--- config.mk ---
export PLATFORM = sky130hd
export DESIGN_NAME = vterm
export DESIGN_NICKNAME = d
export VERILOG_FILES = /design/src/rtl/vterm_pkg.sv /design/src/rtl/vterm_scroller.sv /design/src/rtl/vterm.sv
export SDC_FILE = /design/constraint.sdc
export NUM_CORES = 1
export LEC_CHECK = 0
export BUFFER_PORTS_ARGS = -buffer_cell sky130_fd_sc_hd__buf_4
export CAP_MARGIN = 30
export CELL_PAD_IN_SITES_DETAIL_PLACEMENT = 0
export CELL_PAD_IN_SITES_GLOBAL_PLACEMENT = 1
export CORE_MARGIN = 4
export CORE_UTILIZATION = 25
export CTS_CLUSTER_DIAMETER = 40
export DETAILED_ROUTE_END_ITERATION = 7
export HOLD_SLACK_MARGIN = 0.15
export PLACE_DENSITY_LB_ADDON = 0.1
export SLEW_MARGIN = 20
export SYNTH_ARGS = -nofsm -noshare
export SYNTH_HDL_FRONTEND = slang
export SYNTH_SLANG_ARGS = --single-unit
--- constraint.sdc ---
create_clock -name clk -period 3.85 [get_ports clk]
set_clock_uncertainty 0.15 [all_clocks]
set_input_delay 0.5775 -clock clk [delete_from_list [all_inputs] [get_ports clk]]
set_output_delay 0.5775 -clock clk [all_outputs]
set_load 0.01 [all_outputs]
--- src/rtl/vterm_pkg.sv ---
// Shared constants and state encoding for the vterm text terminal.
// Control codes, FSM states and the blank cell value.
package vterm_pkg;

  typedef enum logic [1:0] {
    IDLE,
    DECODE,
    SCROLL,
    CLEAR
  } state_t;

  localparam logic [7:0] CC_CR  = 8'h0D;
  localparam logic [7:0] CC_LF  = 8'h0A;
  localparam logic [7:0] CC_BS  = 8'h08;
  localparam logic [7:0] CC_TAB = 8'h09;
  localparam logic [7:0] CC_FF  = 8'h0C;
  localparam logic [7:0] BLANK  = 8'h20;

  function automatic logic [15:0] blank_cell(
    input logic [7:0] attr
  );
    return {attr, BLANK};
  endfunction

  function automatic logic writes_cell(
    input logic [7:0] b
  );
    return !(b == CC_CR || b == CC_LF ||
             b == CC_BS || b == CC_FF);
  endfunction

endpackage

--- src/rtl/vterm_scroller.sv ---
// Bulk RAM mover: line-up copy plus bottom-line fill, or full clear.
// Copy writes lag reads by one clk; done is asserted on the last write.
module vterm_scroller
  import vterm_pkg::*;
#(
  parameter int          SCR_STRIDE = 128,
  parameter int          SCR_WIDTH  = 80,
  parameter int          SCR_HEIGHT = 56,
  parameter int          ADDR_W     = 13,
  parameter logic [7:0]  ATTR       = 8'h1F
) (
  input  logic              clk,
  input  logic              reset,
  input  logic              start,
  input  logic              mode,
  input  logic [15:0]       q,
  output logic [ADDR_W-1:0] radr,
  output logic [ADDR_W-1:0] wadr,
  output logic [15:0]       wdata,
  output logic              wr,
  output logic              done
);

  localparam logic [ADDR_W-1:0] STRIDE =
    ADDR_W'(SCR_STRIDE);
  localparam logic [ADDR_W-1:0] LAST_RD =
    ADDR_W'(SCR_HEIGHT * SCR_STRIDE - 1);
  localparam logic [ADDR_W-1:0] FILL_BASE =
    ADDR_W'((SCR_HEIGHT - 1) * SCR_STRIDE);
  localparam logic [ADDR_W-1:0] FILL_LAST =
    ADDR_W'(SCR_WIDTH - 1);

  logic              rd_on;
  logic              cp_wr;
  logic              fill_on;
  logic              clr;
  logic [ADDR_W-1:0] prev;
  logic [ADDR_W-1:0] cnt;

  assign done  = fill_on &&
                 (cnt == (clr ? LAST_RD : FILL_LAST));
  assign wr    = cp_wr | fill_on;
  assign wadr  = cp_wr ? prev - STRIDE
                       : (clr ? '0 : FILL_BASE) + cnt;
  assign wdata = cp_wr ? q : blank_cell(ATTR);

  always_ff @(posedge clk or posedge reset) begin
    if (reset) begin
      radr    <= '0;
      rd_on   <= 1'b0;
      cp_wr   <= 1'b0;
      fill_on <= 1'b0;
      clr     <= 1'b0;
      prev    <= '0;
      cnt     <= '0;
    end else if (start) begin
      clr <= mode;
      cnt <= '0;
      if (mode) begin
        fill_on <= 1'b1;
      end else begin
        radr  <= STRIDE;
        rd_on <= 1'b1;
      end
    end else begin
      cp_wr <= rd_on;
      if (rd_on) begin
        prev <= radr;
        if (radr == LAST_RD) rd_on <= 1'b0;
        else                 radr  <= radr + 1'b1;
      end
      // last copy write retires: switch to the bottom-line fill
      if (cp_wr && !rd_on) begin
        fill_on <= 1'b1;
        cnt     <= '0;
      end
      if (fill_on) begin
        if (done) fill_on <= 1'b0;
        else      cnt     <= cnt + 1'b1;
      end
    end
  end

endmodule

--- src/rtl/vterm.sv ---
// Text terminal: pops FIFO bytes, writes cells at the cursor on the
// bottom line, handles CR/LF/BS/TAB/FF, auto-wrap, scroll and clear.
module vterm
  import vterm_pkg::*;
#(
  parameter int          SCR_STRIDE = 128,
  parameter int          SCR_WIDTH  = 80,
  parameter int          SCR_HEIGHT = 56,
  parameter int          ADDR_W     = 13,
  parameter int          TAB_W      = 4,
  parameter logic [7:0]  ATTR       = 8'h1F
) (
  input  logic              clk,
  input  logic              reset,
  input  logic [7:0]        rdata,
  input  logic              rdempty,
  output logic              ack,
  output logic [ADDR_W-1:0] radr,
  input  logic [15:0]       q,
  output logic [ADDR_W-1:0] wadr,
  output logic [15:0]       wdata,
  output logic              wr,
  output logic [ADDR_W-1:0] cursor_adr,
  output logic              busy
);

  localparam int CW  = $clog2(SCR_WIDTH + 1);
  localparam int CW1 = CW + 1;
  localparam logic [ADDR_W-1:0] LINE_BASE =
    ADDR_W'((SCR_HEIGHT - 1) * SCR_STRIDE);
  localparam logic [CW:0] TAB_MASK = ~CW1'(TAB_W - 1);
  localparam logic [CW:0] COL_END  = CW1'(SCR_WIDTH);

  state_t            state;
  state_t            nstate;
  logic [CW-1:0]     col;
  logic [CW-1:0]     ncol;
  logic [CW:0]       adv;
  logic [7:0]        byte_r;
  logic              dec_wr;
  logic [ADDR_W-1:0] dec_wadr;
  logic [15:0]       dec_wdata;
  logic              sc_start;
  logic              sc_mode;
  logic              sc_wr;
  logic              sc_done;
  logic [ADDR_W-1:0] sc_wadr;
  logic [15:0]       sc_wdata;

  // gated by reset so a queued byte is never popped while held in reset
  assign ack = (state == IDLE) && !rdempty && !reset;
  assign busy       = (state != IDLE);
  assign cursor_adr = LINE_BASE + ADDR_W'(col);

  assign wr    = dec_wr | sc_wr;
  assign wadr  = sc_wr ? sc_wadr  : dec_wadr;
  assign wdata = sc_wr ? sc_wdata : dec_wdata;

  always_comb begin
    ncol   = col;
    nstate = IDLE;
    adv    = '0;
    unique case (1'b1)
      byte_r == CC_CR: ncol = '0;
      byte_r == CC_LF: nstate = SCROLL;
      byte_r == CC_BS:
        ncol = (col == '0) ? col : col - CW'(1);
      byte_r == CC_FF: begin
        ncol   = '0;
        nstate = CLEAR;
      end
      default: begin
        adv = (byte_r == CC_TAB)
            ? (CW1'(col) + CW1'(TAB_W)) & TAB_MASK
            : CW1'(col) + CW1'(1);
        if (adv >= COL_END) begin
          ncol   = '0;
          nstate = SCROLL;
        end else begin
          ncol = adv[CW-1:0];
        end
      end
    endcase
  end

  assign sc_start = (state == DECODE) && (nstate != IDLE);
  assign sc_mode  = (nstate == CLEAR);

  always_ff @(posedge clk or posedge reset) begin
    if (reset) begin
      state     <= IDLE;
      col       <= '0;
      byte_r    <= '0;
      dec_wr    <= 1'b0;
      dec_wadr  <= '0;
      dec_wdata <= '0;
    end else begin
      case (state)
        IDLE: if (!rdempty) begin
          byte_r    <= rdata;
          state     <= DECODE;
          dec_wr    <= writes_cell(rdata);
          dec_wadr  <= cursor_adr;
          dec_wdata <= {ATTR,
                        (rdata == CC_TAB) ? BLANK : rdata};
        end
        DECODE: begin
          dec_wr <= 1'b0;
          col    <= ncol;
          state  <= nstate;
        end
        SCROLL, CLEAR: if (sc_done) state <= IDLE;
        default: state <= IDLE;
      endcase
    end
  end

  vterm_scroller #(
    .SCR_STRIDE (SCR_STRIDE),
    .SCR_WIDTH  (SCR_WIDTH),
    .SCR_HEIGHT (SCR_HEIGHT),
    .ADDR_W     (ADDR_W),
    .ATTR       (ATTR)
  ) u_scroller (
    .clk   (clk),
    .reset (reset),
    .start (sc_start),
    .mode  (sc_mode),
    .q     (q),
    .radr  (radr),
    .wadr  (sc_wadr),
    .wdata (sc_wdata),
    .wr    (sc_wr),
    .done  (sc_done)
  );

endmodule

## After elaboration in Yosys (flattened, before gate mapping)

Cells that the tools add are included.

| cells by class | value |
|---|---|
| add/sub/neg operators | 8 |
| multiply operators | 0 |
| divide/modulo/power cells | 0 |
| $lt $le $gt $ge | 1 |
| equality and inequality tests | 22 |
| shift-type cells | 0 |
| mux-type cells | 35 |
| bitwise operators | 5 |
| reductions and logical operators | 27 |

Operator list:

| kind | count |
|---|---|
| 2-to-1 mux 13 bit | 12 |
| == test 8 x 4 -> 1 bit (second input constant) | 10 |
| 2-to-1 mux 16 bit | 2 |
| adder 13 x 1 -> 13 bit (second input constant) | 2 |
| one-hot mux 7 bit (3 select lines) | 1 |
| 2-to-1 mux 8 bit | 2 |
| 2-to-1 mux 7 bit | 2 |
| adder 12 x 8 -> 13 bit (first input constant) | 1 |
| adder 13 bit | 1 |
| == test 13 bit | 1 |
| == test 13 bit (second input constant) | 1 |
| subtractor 13 x 8 -> 13 bit (second input constant) | 1 |
| one-hot mux 2 bit (3 select lines) | 2 |
| 2-to-1 mux 1 bit | 10 |
| inequality test 2 bit (second input constant) | 5 |
| adder 7 x 1 -> 8 bit (second input constant) | 1 |
| adder 7 x 3 -> 8 bit (second input constant) | 1 |
| greater-or-equal comparator 8 x 7 -> 1 bit (second input constant) | 1 |
| AND reduction 2 bit | 4 |
| nonzero test 2 bit | 4 |
| logical NOT 7 bit | 1 |
| subtractor 7 x 1 -> 7 bit (second input constant) | 1 |
| == test 2 bit (second input constant) | 3 |
| 2-to-1 mux 2 bit | 3 |
| other kinds (11) | 26 |

| storage, ports and cells | value |
|---|---|
| register bits | 83 |
| bits in latches | 0 |
| bits in writable memories | 0 |
| memory bits (read-only) | 0 |
| output and inout port bits | 58 |
| word-level logic and storage cells | 111 |
| memories | 0 |

## Logic depth before layout (Yosys ltp)

| logic depth | value |
|---|---|
| depth in word-level cells | 9 |
| mapped depth | 10 |
| depth with buffers taken out | 9 |

## Cells and area by module

A second synthesis with hierarchy kept.

| second synthesis, totals | value |
|---|---|
| cell total of the unflattened synthesis | 581 |
| area total of the unflattened synthesis | 4964.8 µm² |

Modules (own cells, without submodules):

| module | times used | cells an instance | area each (µm²) | seq. area each (µm²) |
|---|---|---|---|---|
| vterm_scroller | 1 | 305 | 2702.6 | 1076.0 |
| vterm | 1 | 276 | 2262.2 | 850.8 |

## Least setup slack after synthesis

Ideal clock, no wire load.

| path | value |
|---|---|
| path type | reg2reg |
| start point | reg byte_r[5] |
| end point | reg u_scroller.prev[0] |
| setup time | 125 ps |
| arrival | 2531 ps |
| setup slack | 1044 ps |
| stages on the path, launching flop included | 9 |
| cell sequence | dfrtp_1 -> or4b_4 -> nor4_1 -> o2111a_1 -> o31a_1 -> o21ai_2 -> nand2_2 -> buf_6 -> mux2_4 |

| on the way | value |
|---|---|
| word-level cells in the longest chain between the ends | 9 |

Ends and longest elaborated chain:

| what | line | source |
|---|---|---|
| start, declared | vterm.sv:39 | `logic [7:0] byte_r;` |
| start signal, assigned | vterm.sv:100 | `byte_r <= rdata;` |
| == test 8 x 4 -> 1 bit | vterm.sv:73 | `adv = (byte_r == CC_TAB)` |
| 2-to-1 mux 8 bit | vterm.sv:74 | `? (CW1'(col) + CW1'(TAB_W)) & TAB_MASK` |
| greater-or-equal comparator 8 x 7 -> 1 bit | vterm.sv:76 | `if (adv >= COL_END) begin` |
| 2-to-1 mux 2 bit | vterm.sv:76 |  |
| one-hot mux 2 bit (3 select lines) (*) | vterm.sv:63 | `unique case (1'b1)` |
| nonzero test 2 bit (*) | vterm.sv:86 | `assign sc_start = (state == DECODE) && (nstate != IDLE);` |
| logical AND 1 bit (*) | vterm.sv:86 |  |
| inverter 1 bit (no line) (*) | - |  |
| AND reduction 2 bit (no line) (*) | - |  |
| end signal, assigned | vterm_scroller.sv:68 | `prev <= radr;` |
| end, declared | vterm_scroller.sv:37 | `logic [ADDR_W-1:0] prev;` |

Mark *: on every way between the ends. The rest lies on a longest branch, timed or not.
A chain may end at the register's enable or synchronous reset.

## Final worst setup path

| path | value |
|---|---|
| start point | reg byte_r[5] |
| end point | reg u_scroller.clr |

| on the way | value |
|---|---|
| word-level cells in the longest chain between the ends | 7 |

Ends and longest elaborated chain:

| what | line | source |
|---|---|---|
| == test 8 x 4 -> 1 bit | vterm.sv:73 |  |
| 2-to-1 mux 8 bit | vterm.sv:74 |  |
| greater-or-equal comparator 8 x 7 -> 1 bit | vterm.sv:76 |  |
| 2-to-1 mux 2 bit | vterm.sv:76 |  |
| one-hot mux 2 bit (3 select lines) (*) | vterm.sv:63 |  |
| nonzero test 2 bit | vterm.sv:86 |  |
| logical AND 1 bit | vterm.sv:86 |  |
| end signal, assigned | vterm_scroller.sv:57 | `clr <= mode;` |
| end, declared | vterm_scroller.sv:36 | `logic clr;` |

Marked as above.

==> parameters.txt <==
Parameter                              Value

Run status
  Status ... finished, final reports clean

Clock network
  Cell at the root of the clock tree ... sky130_fd_sc_hd__clkbuf_16
  CTS tree ... built
  CTS sink cnt ... 77
  Worst-Skew Late Latency ... 350 ps
  Hold buffers post-CTS ... 0
  Buffer depth of the longest clock path ... 2
  Cts bufs inserted ... 9
  Setup repair bufs after CTS ... 0
  Clk pin slew, worst setup/hold paths ... 70 ps
  H-tree levels ... 3
  Number of cells upsized or downsized after cts ... 0

Drt
  Iteration count of the initial detailed-routing pass ... 4
  Drt via density ... 4.825
  Iteration-0 DRC Markers ... 215
  Routed length per instance ... roughly 17 um
  Overall via count from detail_route ... around 4000
  Remaining antenna violation count after routing ... 0
  Number of DRC violations after detailed routing ... 0
  Wire length reported by the detailed router ... between 10 and 15 mm

Floorplan
  Cell Rows ... 49
  Placeable core region ... roughly 18000 um^2
  Number of top-level pins ... 85
  Full die area ... ~21000 um^2
  Die H ... 145.1 um
  Initial Util ... 25.81%
  Die Wd ... between 100 and 150 um

Layout
  Proportion of layout cells with a drive suffix above 1 ... about a fifth
  # diodes ... 0
  Area grow syn2layout ... 24.17%
  Total number of nets in the final design ... 652

Flow run
  # Max-Cap Violations ... 0

Placed design
  Routability congestion estimate from global placement ... 0.7743
  # port buffers ... 78
  HPWL reported at the end of detailed placement ... 10.47 mm

Synth
  Fraction of the yosys area taken by sequential cells ... 41.00%
  Number of storage elements in the synthesis netlist ... 77
  Most frequently used cell type in the post-synthesis netlist ... sky130_fd_sc_hd__nand2_1
  Library cell with the largest summed area after synthesis ... sky130_fd_sc_hd__dfrtp_1
  Fraction of post-synthesis cell area in the top cell type by area ... 41.00%
  Number of distinct library cells after synthesis ... 62
  Top post-synthesis cells by count ... 91 x sky130_fd_sc_hd__nand2_1, 77 x sky130_fd_sc_hd__dfrtp_1, 41 x sky130_fd_sc_hd__a21oi_1, 41 x sky130_fd_sc_hd__o21ai_0, 34 x sky130_fd_sc_hd__nor2_1
  Synth async-reset ratio ... 100.0%
  EDFF count, synth ... 0
  Mean area per synthesized cell ... 8.639 um^2
  Area contributors post-synth ... sky130_fd_sc_hd__dfrtp_1 41%, sky130_fd_sc_hd__nand2_1 7.3%, sky130_fd_sc_hd__a21oi_1 4.4%
  Count of synthesis-stage warnings from yosys ... 0
  Number of instances in the synthesized netlist ... 544
  Most used flip-flop cell after synthesis ... sky130_fd_sc_hd__dfrtp_1
  Cell area after synthesis ... ~4700 um^2

Setup path
  Category of the most critical setup path ... reg2reg
  Endpoint class of the critical path ... flop
  Crit path cell chain ... or4b_4 -> o41ai_4 -> nand2_1 -> o41ai_1 -> o21a_1 -> buf_4 -> o22ai_1
  Critical path arrival ... 3450 ps
  Critical path data required time ... 3910 ps
  Startpoint type of the worst setup path ... flop
  Slowest cell delay on critical path ... 600 ps
  Slowest-stage cell, CP ... sky130_fd_sc_hd__o21a_1
  Critical Path Fanout Max ... 17

Timing
  Period minus WS final ... 3397 ps
  Setup tns final ... 0 ps
  Final worst hold slack ... 218.9 ps
  Worst rel slew slack ... 57.16%
  Number of slew-limit violations in the final report ... 0
  Unrepaired setup endpoints after global routing ... no
  Slew at the pin with the worst max-slew slack ... 637.7 ps
  Period Utilization, post-route ... 88.24%
  Final-report setup violation count ... 0
  Highest clock rate ... 294.4 MHz
  Hold violation count in the final report ... 0

Pwr
  Total power per unit cell area ... between 600 and 700 nW/um^2
  Leak Pwr ... 2.736 nW
  Worst voltage drop across the vdd grid ... 0.2776 mV

Min path
  Type of the tightest min-delay check ... in2async

Global routing
  Antenna violations before repair ... 0
  Grt ovf ... 0
  Global routing usage summed across all routing layers ... 13.73%
  Via count of the first global-routing pass ... between 4000 and 5000
  Global-route wire length before repair ... 23.47 mm
  Maximum number of pins on one net before global-route repair ... 43
placed cells by master (no fill, tap or decap), types with 8 or more instances in the layout:
master	count
sky130_fd_sc_hd__inv_1	22
sky130_fd_sc_hd__nand2_1	91
sky130_fd_sc_hd__mux2_4	8
sky130_fd_sc_hd__buf_4	86
sky130_fd_sc_hd__dfrtp_1	77
sky130_fd_sc_hd__and3_1	10
sky130_fd_sc_hd__o21ai_0	41
sky130_fd_sc_hd__or3_1	9
sky130_fd_sc_hd__clkbuf_16	9
sky130_fd_sc_hd__a21oi_1	41
sky130_fd_sc_hd__nor2_1	34
sky130_fd_sc_hd__mux2i_1	12
sky130_fd_sc_hd__nand3_1	13
sky130_fd_sc_hd__nand2b_1	12
sky130_fd_sc_hd__nor3_1	10
sky130_fd_sc_hd__xor2_1	9
sky130_fd_sc_hd__ha_1	12
worst max-delay path: cells and delay by family (launching register included):
| family | cells | cell delay (ps) |
|---|---|---|
| AOI/OAI and AO/OA | 4 | 1630 |
| buffers and inverters | 1 | 340 |
| DFF | 1 | 380 |
| and+or+nand+nor | 2 | 740 |
metal layers:
metal,routed length (um),GRT usage (%)
met1,6686,17.79
met2,6779,22.68
met3,635,4.147
met4,109,3.181
met5,0,0
worst paths after layout:
kind	startpoint	to	slack, ps	cells after the start
max	byte_r[5]	u_scroller.clr	450	7
min	reset	dec_wdata[5]	220	3
max reg2reg	byte_r[5]	u_scroller.clr	450	7
min reg2reg	dec_wdata[4]	dec_wdata[4]	330	2
max in group asynchronous	reset	u_scroller.prev[5]	2730	4
min in group clk	rdata[3]	dec_wdata[3]	310	2
stage by stage:
| step | std cells | setup slack, ps | utilization [%] | cell area (um^2) | total power (W) |
|---|---|---|---|---|---|
| final | 846 | 452.9 | 32.05 | 5836 | 0.003864 |
| after global routing | 846 | 253.4 | 32.05 | 5836 | 0.004185 |
| after CTS | 845 | 455.3 | 31.90 | 5808 | 0.003916 |
| after detailed placement | 829 | 473.6 | 30.22 | 5503 | 0.002994 |
| after global placement | 827 | 554.3 | 30.04 | 5470 | 0.002993 |
| after floorplan | 548 | 1044 | - | 4715 | 0.002334 |
sequential cells by signal (all words and copies together), names as in the netlist:
name and count:
u_scroller.clr 1, dec_wadr 8, state 2, u_scroller.rd_on 1
byte_r 8, u_scroller.fill_on 1, u_scroller.cp_wr 1, u_scroller.cnt 13
col 7, dec_wr 1, dec_wdata 8, u_scroller.prev 13
u_scroller.radr 13
where the power goes:
part	switching (W)	internal, W
combinational	0.000903	0.000723
sequential	0.000299	0.00104
clock	0.000386	0.000511
kinds of logic after synthesis:
logic type,Yosys count,synth area share [%]
other,2,0.1598
AND/OR/NAND/NOR,218,22.50
XOR/XNOR,16,2.982
AO/OA/AOI/OAI,132,17.36
buffers and inverters,59,5.591
flip-flops,77,41.00
adder cells (fa/ha/maj),13,3.621
multiplexers,27,6.789
area by class of cell:
| class | instances | area, um^2 |
|---|---|---|
| Clock buffer | 9 | 225.2 |
| Multi-Input combinational cell | 412 | 2525 |
| Sequential cell | 77 | 1927 |
| Fill cell | 1921 | 12370 |
| Timing Repair Buffer | 89 | 705.7 |
| Tap cell | 229 | 286.5 |
| Inverter | 23 | 86.33 |
| Clock inverter | 7 | 80.08 |
Power figures use the tool's default switching activity.
